--- src/rtl/lms_pkg.sv ---
// Shared widths, controller states and the 16-bit saturation helper
// used by the LMS predictor datapath.
package lms_pkg;

  localparam int SAMPLE_W = 16;
  localparam int WEIGHT_W = 16;
  localparam int PROD_W   = 32;
  localparam int ACC_W    = 40;

  typedef enum logic [1:0] {
    IDLE,
    MAC,
    OUT,
    UPDATE
  } state_e;

  localparam logic signed [ACC_W-1:0] SAT_MAX = ACC_W'(32767);
  localparam logic signed [ACC_W-1:0] SAT_MIN = ACC_W'(-32768);

  // Clamp a sign-extended value into the signed 16-bit range.
  function automatic logic signed [SAMPLE_W-1:0] sat16(input logic signed [ACC_W-1:0] v);
    if (v > SAT_MAX) begin
      sat16 = 16'sh7fff;
    end else if (v < SAT_MIN) begin
      sat16 = 16'sh8000;
    end else begin
      sat16 = v[SAMPLE_W-1:0];
    end
  endfunction

endpackage

--- src/rtl/lms_tap_store.sv ---
// Sample history shift register and adaptive weight file; one indexed
// read port returns tap k's delayed sample and weight together.
module lms_tap_store
  import lms_pkg::*;
#(
  parameter int NTAPS = 16,
  parameter int DELAY = 1,
  parameter int KW    = (NTAPS > 1) ? $clog2(NTAPS) : 1
) (
  input  logic                       clk_i,
  input  logic                       rst_ni,
  input  logic                       shift_en_i,
  input  logic signed [SAMPLE_W-1:0] x_i,
  input  logic        [KW-1:0]       rd_idx_i,
  output logic signed [SAMPLE_W-1:0] tap_x_o,
  output logic signed [WEIGHT_W-1:0] tap_w_o,
  input  logic                       w_we_i,
  input  logic        [KW-1:0]       w_wr_idx_i,
  input  logic signed [WEIGHT_W-1:0] w_wr_data_i
);

  localparam int HLEN = NTAPS + DELAY;
  localparam int HW   = $clog2(HLEN);

  logic signed [SAMPLE_W-1:0] hist_q [HLEN];
  logic signed [WEIGHT_W-1:0] w_q    [NTAPS];
  logic        [HW-1:0]       hist_idx;

  // Slot 0 holds x[n]; tap k sees x[n-DELAY-k].
  assign hist_idx = HW'(rd_idx_i) + HW'(DELAY);
  assign tap_x_o  = hist_q[hist_idx];
  assign tap_w_o  = w_q[rd_idx_i];

  always_ff @(posedge clk_i) begin
    if (!rst_ni) begin
      for (int i = 0; i < HLEN; i++) begin
        hist_q[i] <= '0;
      end
    end else if (shift_en_i) begin
      hist_q[0] <= x_i;
      for (int i = 1; i < HLEN; i++) begin
        hist_q[i] <= hist_q[i-1];
      end
    end
  end

  always_ff @(posedge clk_i) begin
    if (!rst_ni) begin
      for (int i = 0; i < NTAPS; i++) begin
        w_q[i] <= '0;
      end
    end else if (w_we_i) begin
      w_q[w_wr_idx_i] <= w_wr_data_i;
    end
  end

endmodule

--- src/rtl/lms_predictor_core.sv ---
// Adaptive LMS linear predictor: NTAPS-tap FIR prediction followed by a
// sign-exact LMS weight update, time-multiplexed over one multiplier.
module lms_predictor_core
  import lms_pkg::*;
#(
  parameter int NTAPS    = 16,
  parameter int DELAY    = 1,
  parameter int MU_SHIFT = 16,
  parameter int WFRAC    = 14
) (
  input  logic                       clk_in,
  input  logic                       rst_in,
  input  logic                       ready_in,
  input  logic signed [SAMPLE_W-1:0] x_in,
  output logic signed [SAMPLE_W-1:0] y_out,
  output logic                       done_out
);

  localparam int            KW     = (NTAPS > 1) ? $clog2(NTAPS) : 1;
  localparam logic [KW-1:0] K_LAST = KW'(NTAPS - 1);

  if (2 * NTAPS + 3 > 128) begin : g_budget_check
    $fatal(1, "lms_predictor_core: 2*NTAPS+3 exceeds the 128-cycle sample period");
  end

  state_e                     state_q, state_d;
  logic        [KW-1:0]       k_q, k_d;
  logic                       accept_q, accept_d;
  logic signed [SAMPLE_W-1:0] x_in_q, x_n_q, y_q, e_q;
  logic signed [ACC_W-1:0]    acc_q;
  logic                       done_q;

  logic signed [SAMPLE_W-1:0] tap_x, tap_w, mul_a, y_sat, e_sat, w_new;
  logic signed [PROD_W-1:0]   prod;
  logic signed [ACC_W-1:0]    prod_ext, acc_d, y_full, e_full, w_sum;
  logic                       shift_en, w_we;

  // The strobe is registered first; the sample enters history on the
  // following IDLE cycle, which makes the output land NTAPS+2 edges later.
  assign accept_d = ready_in && (state_q == IDLE) && !accept_q;
  assign shift_en = (state_q == IDLE) && accept_q;
  assign w_we     = (state_q == UPDATE);

  lms_tap_store #(
    .NTAPS (NTAPS),
    .DELAY (DELAY),
    .KW    (KW)
  ) u_tap_store (
    .clk_i       (clk_in),
    .rst_ni      (rst_in),
    .shift_en_i  (shift_en),
    .x_i         (x_in_q),
    .rd_idx_i    (k_q),
    .tap_x_o     (tap_x),
    .tap_w_o     (tap_w),
    .w_we_i      (w_we),
    .w_wr_idx_i  (k_q),
    .w_wr_data_i (w_new)
  );

  // Single shared multiplier: w[k]*x during MAC, e*x during UPDATE.
  assign mul_a    = (state_q == UPDATE) ? e_q : tap_w;
  assign prod     = $signed({{(PROD_W-SAMPLE_W){mul_a[SAMPLE_W-1]}}, mul_a})
                  * $signed({{(PROD_W-SAMPLE_W){tap_x[SAMPLE_W-1]}}, tap_x});
  assign prod_ext = $signed({{(ACC_W-PROD_W){prod[PROD_W-1]}}, prod});
  assign acc_d    = acc_q + prod_ext;

  assign y_full = acc_q >>> WFRAC;
  assign y_sat  = sat16(y_full);
  assign e_full = $signed({{(ACC_W-SAMPLE_W){x_n_q[SAMPLE_W-1]}}, x_n_q})
                - $signed({{(ACC_W-SAMPLE_W){y_sat[SAMPLE_W-1]}}, y_sat});
  assign e_sat  = sat16(e_full);

  assign w_sum = $signed({{(ACC_W-WEIGHT_W){tap_w[WEIGHT_W-1]}}, tap_w}) + (prod_ext >>> MU_SHIFT);
  assign w_new = sat16(w_sum);

  always_ff @(posedge clk_in) begin
    if (!rst_in) begin
      state_q <= IDLE;
      k_q     <= '0;
    end else begin
      state_q <= state_d;
      k_q     <= k_d;
    end
  end

  always_comb begin
    state_d = state_q;
    k_d     = k_q;
    case (state_q)
      IDLE: begin
        if (accept_q) begin
          state_d = MAC;
          k_d     = '0;
        end
      end
      MAC: begin
        k_d = k_q + KW'(1);
        if (k_q == K_LAST) begin
          state_d = OUT;
          k_d     = '0;
        end
      end
      OUT: begin
        state_d = UPDATE;
        k_d     = '0;
      end
      UPDATE: begin
        k_d = k_q + KW'(1);
        if (k_q == K_LAST) begin
          state_d = IDLE;
          k_d     = '0;
        end
      end
      default: begin
        state_d = IDLE;
        k_d     = '0;
      end
    endcase
  end

  always_ff @(posedge clk_in) begin
    if (!rst_in) begin
      accept_q <= 1'b0;
      x_in_q   <= '0;
      x_n_q    <= '0;
      acc_q    <= '0;
      y_q      <= '0;
      e_q      <= '0;
      done_q   <= 1'b0;
    end else begin
      accept_q <= accept_d;
      done_q   <= 1'b0;
      if (accept_d) begin
        x_in_q <= x_in;
      end
      case (state_q)
        IDLE: begin
          if (accept_q) begin
            x_n_q <= x_in_q;
            acc_q <= '0;
          end
        end
        MAC: begin
          acc_q <= acc_d;
        end
        OUT: begin
          y_q    <= y_sat;
          e_q    <= e_sat;
          done_q <= 1'b1;
        end
        default: begin
        end
      endcase
    end
  end

  assign y_out    = y_q;
  assign done_out = done_q;

endmodule

--- config.mk ---
export PLATFORM = sky130hd
export DESIGN_NAME = lms_predictor_core
export DESIGN_NICKNAME = d
export VERILOG_FILES = /design/src/rtl/lms_pkg.sv /design/src/rtl/lms_tap_store.sv /design/src/rtl/lms_predictor_core.sv
export SDC_FILE = /design/constraint.sdc
export NUM_CORES = 2
export LEC_CHECK = 0
export CORE_ASPECT_RATIO = 0.7
export CORE_UTILIZATION = 60
export CTS_CLUSTER_SIZE = 30
export DETAILED_ROUTE_END_ITERATION = 7
export HOLD_SLACK_MARGIN = 0.1
export PLACE_DENSITY = 0.84
export SYNTH_ARGS = -nofsm -noshare
export SYNTH_HDL_FRONTEND = slang
export SYNTH_HIERARCHICAL = 1
export SYNTH_SLANG_ARGS = --single-unit
--- constraint.sdc ---
create_clock -name clk_in -period 15.1 [get_ports clk_in]
set_clock_uncertainty 0.05 [all_clocks]
set_input_delay 1.51 -clock clk_in [delete_from_list [all_inputs] [get_ports clk_in]]
set_output_delay 1.51 -clock clk_in [all_outputs]
set_load 0.05 [all_outputs]
== Word level (Yosys, flattened, before mapping) ==
Memories as Yosys holds them, arrays and structs flattened. A register that Yosys moved wholly into a read port is not among the register bits.
Cells that the tools add are included.
Word-level totals
  register bits: 112
  memory bits (writable): 528
  input port bits: 19
  output and inout bits: 17
  logic and storage cells: 104
  memories kept: 2
Cells by class
  $add $sub $neg: 5
  multipliers: 1
  order comparisons: 6
  eq/ne operators: 7
  mux-type cells: 46
  bitwise operators: 17
  reduce and logical (&&, ||, !) cells: 11
Memories
  u_tap_store.hist_q: depth 17, width 16, rd ports 17, clocked after memory_dff 0, write ports 17, RTL line lms_tap_store.sv:25  | logic signed [SAMPLE_W-1:0] hist_q [HLEN];
  u_tap_store.w_q: depth 16, width 16, rd ports 1, clocked after memory_dff 1, write ports 16, RTL line lms_tap_store.sv:26  | logic signed [WEIGHT_W-1:0] w_q [NTAPS];
Operator list (count)
  2-to-1 mux 16 bit: 25
  case mux 40 bit (2 select lines): 1
  adder 40 x 32 -> 40 bit: 1
  2-to-1 mux 40 bit: 1
  > comparator 17 x 16 -> 1 bit, second input constant: 2
  < comparator 17 x 16 -> 1 bit, second input constant: 2
  multiplier 16 x 16 -> 32 bit: 1
  > comparator 26 x 16 -> 1 bit, second input constant: 1
  < comparator 26 x 16 -> 1 bit, second input constant: 1
  2-to-1 mux 4 bit: 5
  adder 16 x 16 -> 17 bit: 1
  bitwise OR 1 bit: 17
  subtractor 16 x 16 -> 17 bit: 1
  OR reduction 16 bit: 1
  case mux 4 bit (3 select lines): 1
  2-to-1 mux 1 bit: 9
  case mux 2 bit (4 select lines): 1
  2-to-1 mux 2 bit: 3
  inequality test 2 bit, second input constant: 3
  adder 4 x 1 -> 5 bit, second input constant: 1
  adder 4 x 1 -> 4 bit, second input constant: 1
  equality test 2 bit, second input constant: 2
  equality test 4 bit, second input constant: 1
  AND reduction 2 bit: 2
  7 further kinds: 9

== Logic depth before layout (Yosys ltp) ==
  word-level depth: 8
  gate-level depth with buffers: 48
  gate-level depth less buffers: 43

== By module ==
Netlist, hierarchy kept.
By module, submodules not included
  lms_tap_store: instances 1, cells each 1635, area an instance 24837.6 sq um, sequential area each 15855.2 sq um
  lms_predictor_core: instances 1, cells each 2102, area an instance 17694.5 sq um, sequential area each 2242.2 sq um

== Worst setup path after synthesis ==
Ideal clock, no wire load.
  kind: reg-to-reg
  start: register k_q[0]
  end: memory u_tap_store.w_q[0][11], data pin
  setup time: 0.255 ns
  arrival: 10.161 ns
  data required time: 14.795 ns
  path slack: 4.634 ns
  cell stages (with the launch flop): 44
  path buffers: 5
  clock period less this slack: 10.466 ns
  cells stage by stage: dfxtp_1 > buf_6 > buf_6 > mux4_1 > mux4_2 > mux2_2 > clkbuf_1 > and2_1 > fa_1 > inv_1 > fa_1 > fa_1 > fa_1 > inv_1 > fa_1 > inv_1 > fa_1 > inv_1 > [8 not listed] > a21oi_1 > o21bai_1 > a21oi_1 > xnor2_1 > ha_1 > or3_1 > o21bai_1 > a21oi_1 > o21ai_1 > a2111oi_0 > nor3_1 > a31oi_1 > a31oi_1 > nor2_2 > buf_4 > o21ai_1 > clkbuf_1 > and2_1
RTL lines
  start, declared: RTL line lms_predictor_core.sv:27  | logic [KW-1:0] k_q, k_d;
  start signal, assigned: RTL line lms_predictor_core.sv:83  | k_q <= k_d;
  end, declared: RTL line lms_tap_store.sv:26

==> qor.yml <==
status: "completed"
cts_root_buf: "sky130_fd_sc_hd__clkbuf_16"
post_synth_num_cell_types: 83
initial_core_util_pct: 60.8
critical_path.max_stage_delay_ps: 1040
floorplan.io_pins: 36
grt_pass1_vias: 29305
yosys_warnings: 6
cts.path.max_buffers: 3
wirelength_mm: 105
top_layer_used: "met5"
drt_pass1_iterations: 6
timing.critical_path.mode_cell: "sky130_fd_sc_hd__fa_1"
global_route.usage.total_pct: 30.0
synth-seq-cells: 640
design.die.area_mm2: 0.0720
overflow: 0
dpl.cell_count: 4507
number_of_buffers_inserted_during_clock_tree_synthesis: 60
timing.final.setup_violations: 0
critPathRequiredTime_ps: 15490
met3RoutedLength_mm: 11.0
criticalPathCategory: "flip-flop to flip-flop"
finalCriticalPeriod_ps: 13370
capture_point_of_the_worst_reg_to_reg_path: "u_tap_store/w_q[12][8]"
avgSynthCellArea_um2: 11.4
layout.cells.non_filler: 4620
cp_data_arrival_time_ps: 13760
synthesis.nets: 4181
count_of_buffers_inserted_at_the_top_level_ports: 35
worstHoldEndpoint: "e_q[15]"
die_h_um: 225
avgRoutedWirePerCell_um: 22.8
hpwl_mm: 69.1
nets: 4100
globalplace.congestion: 0.948
post_route_cell_area_mm2: 0.0457
worstSkewPairLatency_ps: 700
hold_buffers: 0
critical_path_fanouts_max: 80
synth.yosys.seq_area_share_pct: 42.5
remaining_drc_errors: 0
maxSlewHeadroom_pct: 11.4
antenna_found_initial: 2
fillCellCount: 5050
layout_worst_path_cycle_share_pct: 88.6
clock-sinks: 640
postSynthCellCount: 3737
die_w_um: 320
regToRegSetupSlack_ps: 1730
grt_setup_unrepaired: "no"
min_path_type: "flip-flop to flip-flop"
wirelength_met1_mm: 43.0
placed_cell_area_mm2: 0.0435
grt_start_max_net_pins: 169
number_of_vias_after_detailed_routing: 29182
timing.max_cap.violations: 0
post_cts_resize_count: 0
drtAntennaViolNets: 0
synth_edf_count: 528
floorplan.core_area_mm2: 0.0699
achievable-frequency_mhz: 74.8
async_flop_share_pct: 0
layout-drive-gt1-share_pct: 8.82
worst_setup_hold_path_clk_slew_ps: 70
end_kind: "flip-flop"
area_delta_synth_final_pct: 7.37
synth_ff_type: "sky130_fd_sc_hd__edfxtp_1"
critical_path.startpoint_type: "flip-flop"
sequential_cell_area_mm2: 0.0181
cp-startpoint: "k_q[0]"
antenna-diode-count: 0
startpoint_of_the_lowest_slack_hold_path: "e_q[15]"
timing_max_transition_violations_final: 0
cts_htree_levels: 2
worst_case_hold_slack_ps: 411
timing.rr.start: "k_q[0]"
worst_hold_path.num_cells: 2
area_used_by_multi_input_combinational_logic_mm2: 0.0221
timing.critical_path.slowest_stage_cell: "sky130_fd_sc_hd__a21oi_1"
detailroute.wirelength.met2_mm: 47.2
route.detailed.vias_per_inst: 6.32
ff2ff_path_depth: 40
setup_tns_ps: 0
hold_viol_final: 0
grt_first_pass_wirelength_mm: 167
drt_iter0_markers: 3683
cts_setup_buffers: 0
post_synth_instance_area_mm2: 0.0425
cts_tree: "built"
worst_slew_pin_slew_ps: 1330
placement_rows: 81
-- placed cells by master, fill, tap and decap left out, types with 41 or more instances in the layout --
cell type,n
sky130_fd_sc_hd__nor2_1,125
sky130_fd_sc_hd__o21ai_1,50
sky130_fd_sc_hd__mux2i_1,60
sky130_fd_sc_hd__a21o_1,45
sky130_fd_sc_hd__xnor2_1,59
sky130_fd_sc_hd__nand2_1,245
sky130_fd_sc_hd__and3_1,283
sky130_fd_sc_hd__dfxtp_1,108
sky130_fd_sc_hd__ha_1,158
sky130_fd_sc_hd__fa_1,265
sky130_fd_sc_hd__a21oi_1,137
sky130_fd_sc_hd__clkbuf_16,61
sky130_fd_sc_hd__edfxtp_1,528
sky130_fd_sc_hd__mux2_2,41
sky130_fd_sc_hd__o21ai_0,49
sky130_fd_sc_hd__nor3_1,56
sky130_fd_sc_hd__nor3b_1,67
sky130_fd_sc_hd__and2_1,374
sky130_fd_sc_hd__inv_1,359
sky130_fd_sc_hd__mux4_2,81
sky130_fd_sc_hd__buf_4,57
-- logic make-up after synthesis --
| family | share of synthesized area, % |
|---|---|
| flops | 42.5 |
| xor+xnor | 1.97 |
| fa+ha+maj | 17.3 |
| simple gates | 17.2 |
| mux | 8.70 |
| compound gates | 6.70 |
| buf+inv | 5.65 |
-- layer usage --
| metal | global-route usage (%) | up-vias |
|---|---|---|
| li1 | - | 12904 |
| met1 | 42.6 | 14442 |
| met2 | 45.3 | 1538 |
| met3 | 6.20 | 296 |
| met4 | 12.3 | 2 |
| met5 | 0 | - |
-- critical path, delay by kind of cell (launching register included) --
family / cells / cell delay [ps]
simple gates: 8 / 2290
xor+xnor: 2 / 270
mux: 1 / 260
compound gates: 16 / 4570
fa+ha+maj: 9 / 4020
buf+inv: 4 / 600
flops: 1 / 930
-- stage by stage --
| step | setup slack (ps) | util (%) |
|---|---|---|
| finish | 1730 | 65.3 |
| detailed placement | 2090 | 62.3 |
| floorplan | 4630 | - |
| global placement | 2380 | 62.3 |
| CTS | 1890 | 65.3 |
| global route | 1030 | 65.3 |
-- cell type report --
class	count	area share, %
Inverter	362	2.99
Sequential cell	640	39.6
Multi-Input combinational cell	2498	48.5
Clock buffer	78	3.68
Timing Repair Buffer	94	1.79
Clock inverter	35	0.942
Tap cell	913	2.50
-- flip-flops by register name, indices dropped and copies added, names as in the netlist --
signal,flops
u_tap_store/hist_q,272
u_tap_store/w_q,256
acc_q,40
e_q,16
x_in_q,16
x_n_q,16
y_out,16
k_q,4
state_q,2
accept_q,1
done_out,1
-- worst max path at each step --
| stage | cells past startpoint | slack, ps | endpoint |
|---|---|---|---|
| 6_report | 40 | 1730 | u_tap_store/w_q[12][8] |
| 3_3_place_gp | 40 | 2380 | u_tap_store/w_q[0][11] |
| 5_1_grt | 39 | 1030 | u_tap_store/w_q[11][4] |
| 2_1_floorplan | 43 | 4630 | u_tap_store/w_q[0][11] |
| 3_5_place_dp | 41 | 2090 | u_tap_store/w_q[7][4] |
| 4_1_cts | 35 | 1890 | u_tap_store/w_q[0][10] |
-- synthesized netlist by cell type (35+ instances only) --
library cell               instances  area (um2)
sky130_fd_sc_hd__dfxtp_1         112        2240
sky130_fd_sc_hd__and3_1          283        1770
sky130_fd_sc_hd__o21ai_1          38         190
sky130_fd_sc_hd__nor3b_1          67         503
sky130_fd_sc_hd__mux2_2           41         462
sky130_fd_sc_hd__mux2i_1          60         601
sky130_fd_sc_hd__nor2_1          135         507
sky130_fd_sc_hd__clkbuf_1        185         694
sky130_fd_sc_hd__o21ai_0          61         305
sky130_fd_sc_hd__xor2_1           35         307
sky130_fd_sc_hd__nor3_1           56         280
sky130_fd_sc_hd__ha_1            160        2000
sky130_fd_sc_hd__and2_1          374        2340
sky130_fd_sc_hd__a21o_1           45         338
sky130_fd_sc_hd__edfxtp_1        528       15900
sky130_fd_sc_hd__fa_1            265        5310
sky130_fd_sc_hd__a21oi_1         138         691
sky130_fd_sc_hd__inv_1           359        1350
sky130_fd_sc_hd__mux4_2           81        1820
sky130_fd_sc_hd__nand2_1         245         920
sky130_fd_sc_hd__xnor2_1          59         517
Power is left out: the tool's default activity adds up to more than one toggle a clock period on the data nets, which glitch-free logic cannot reach.
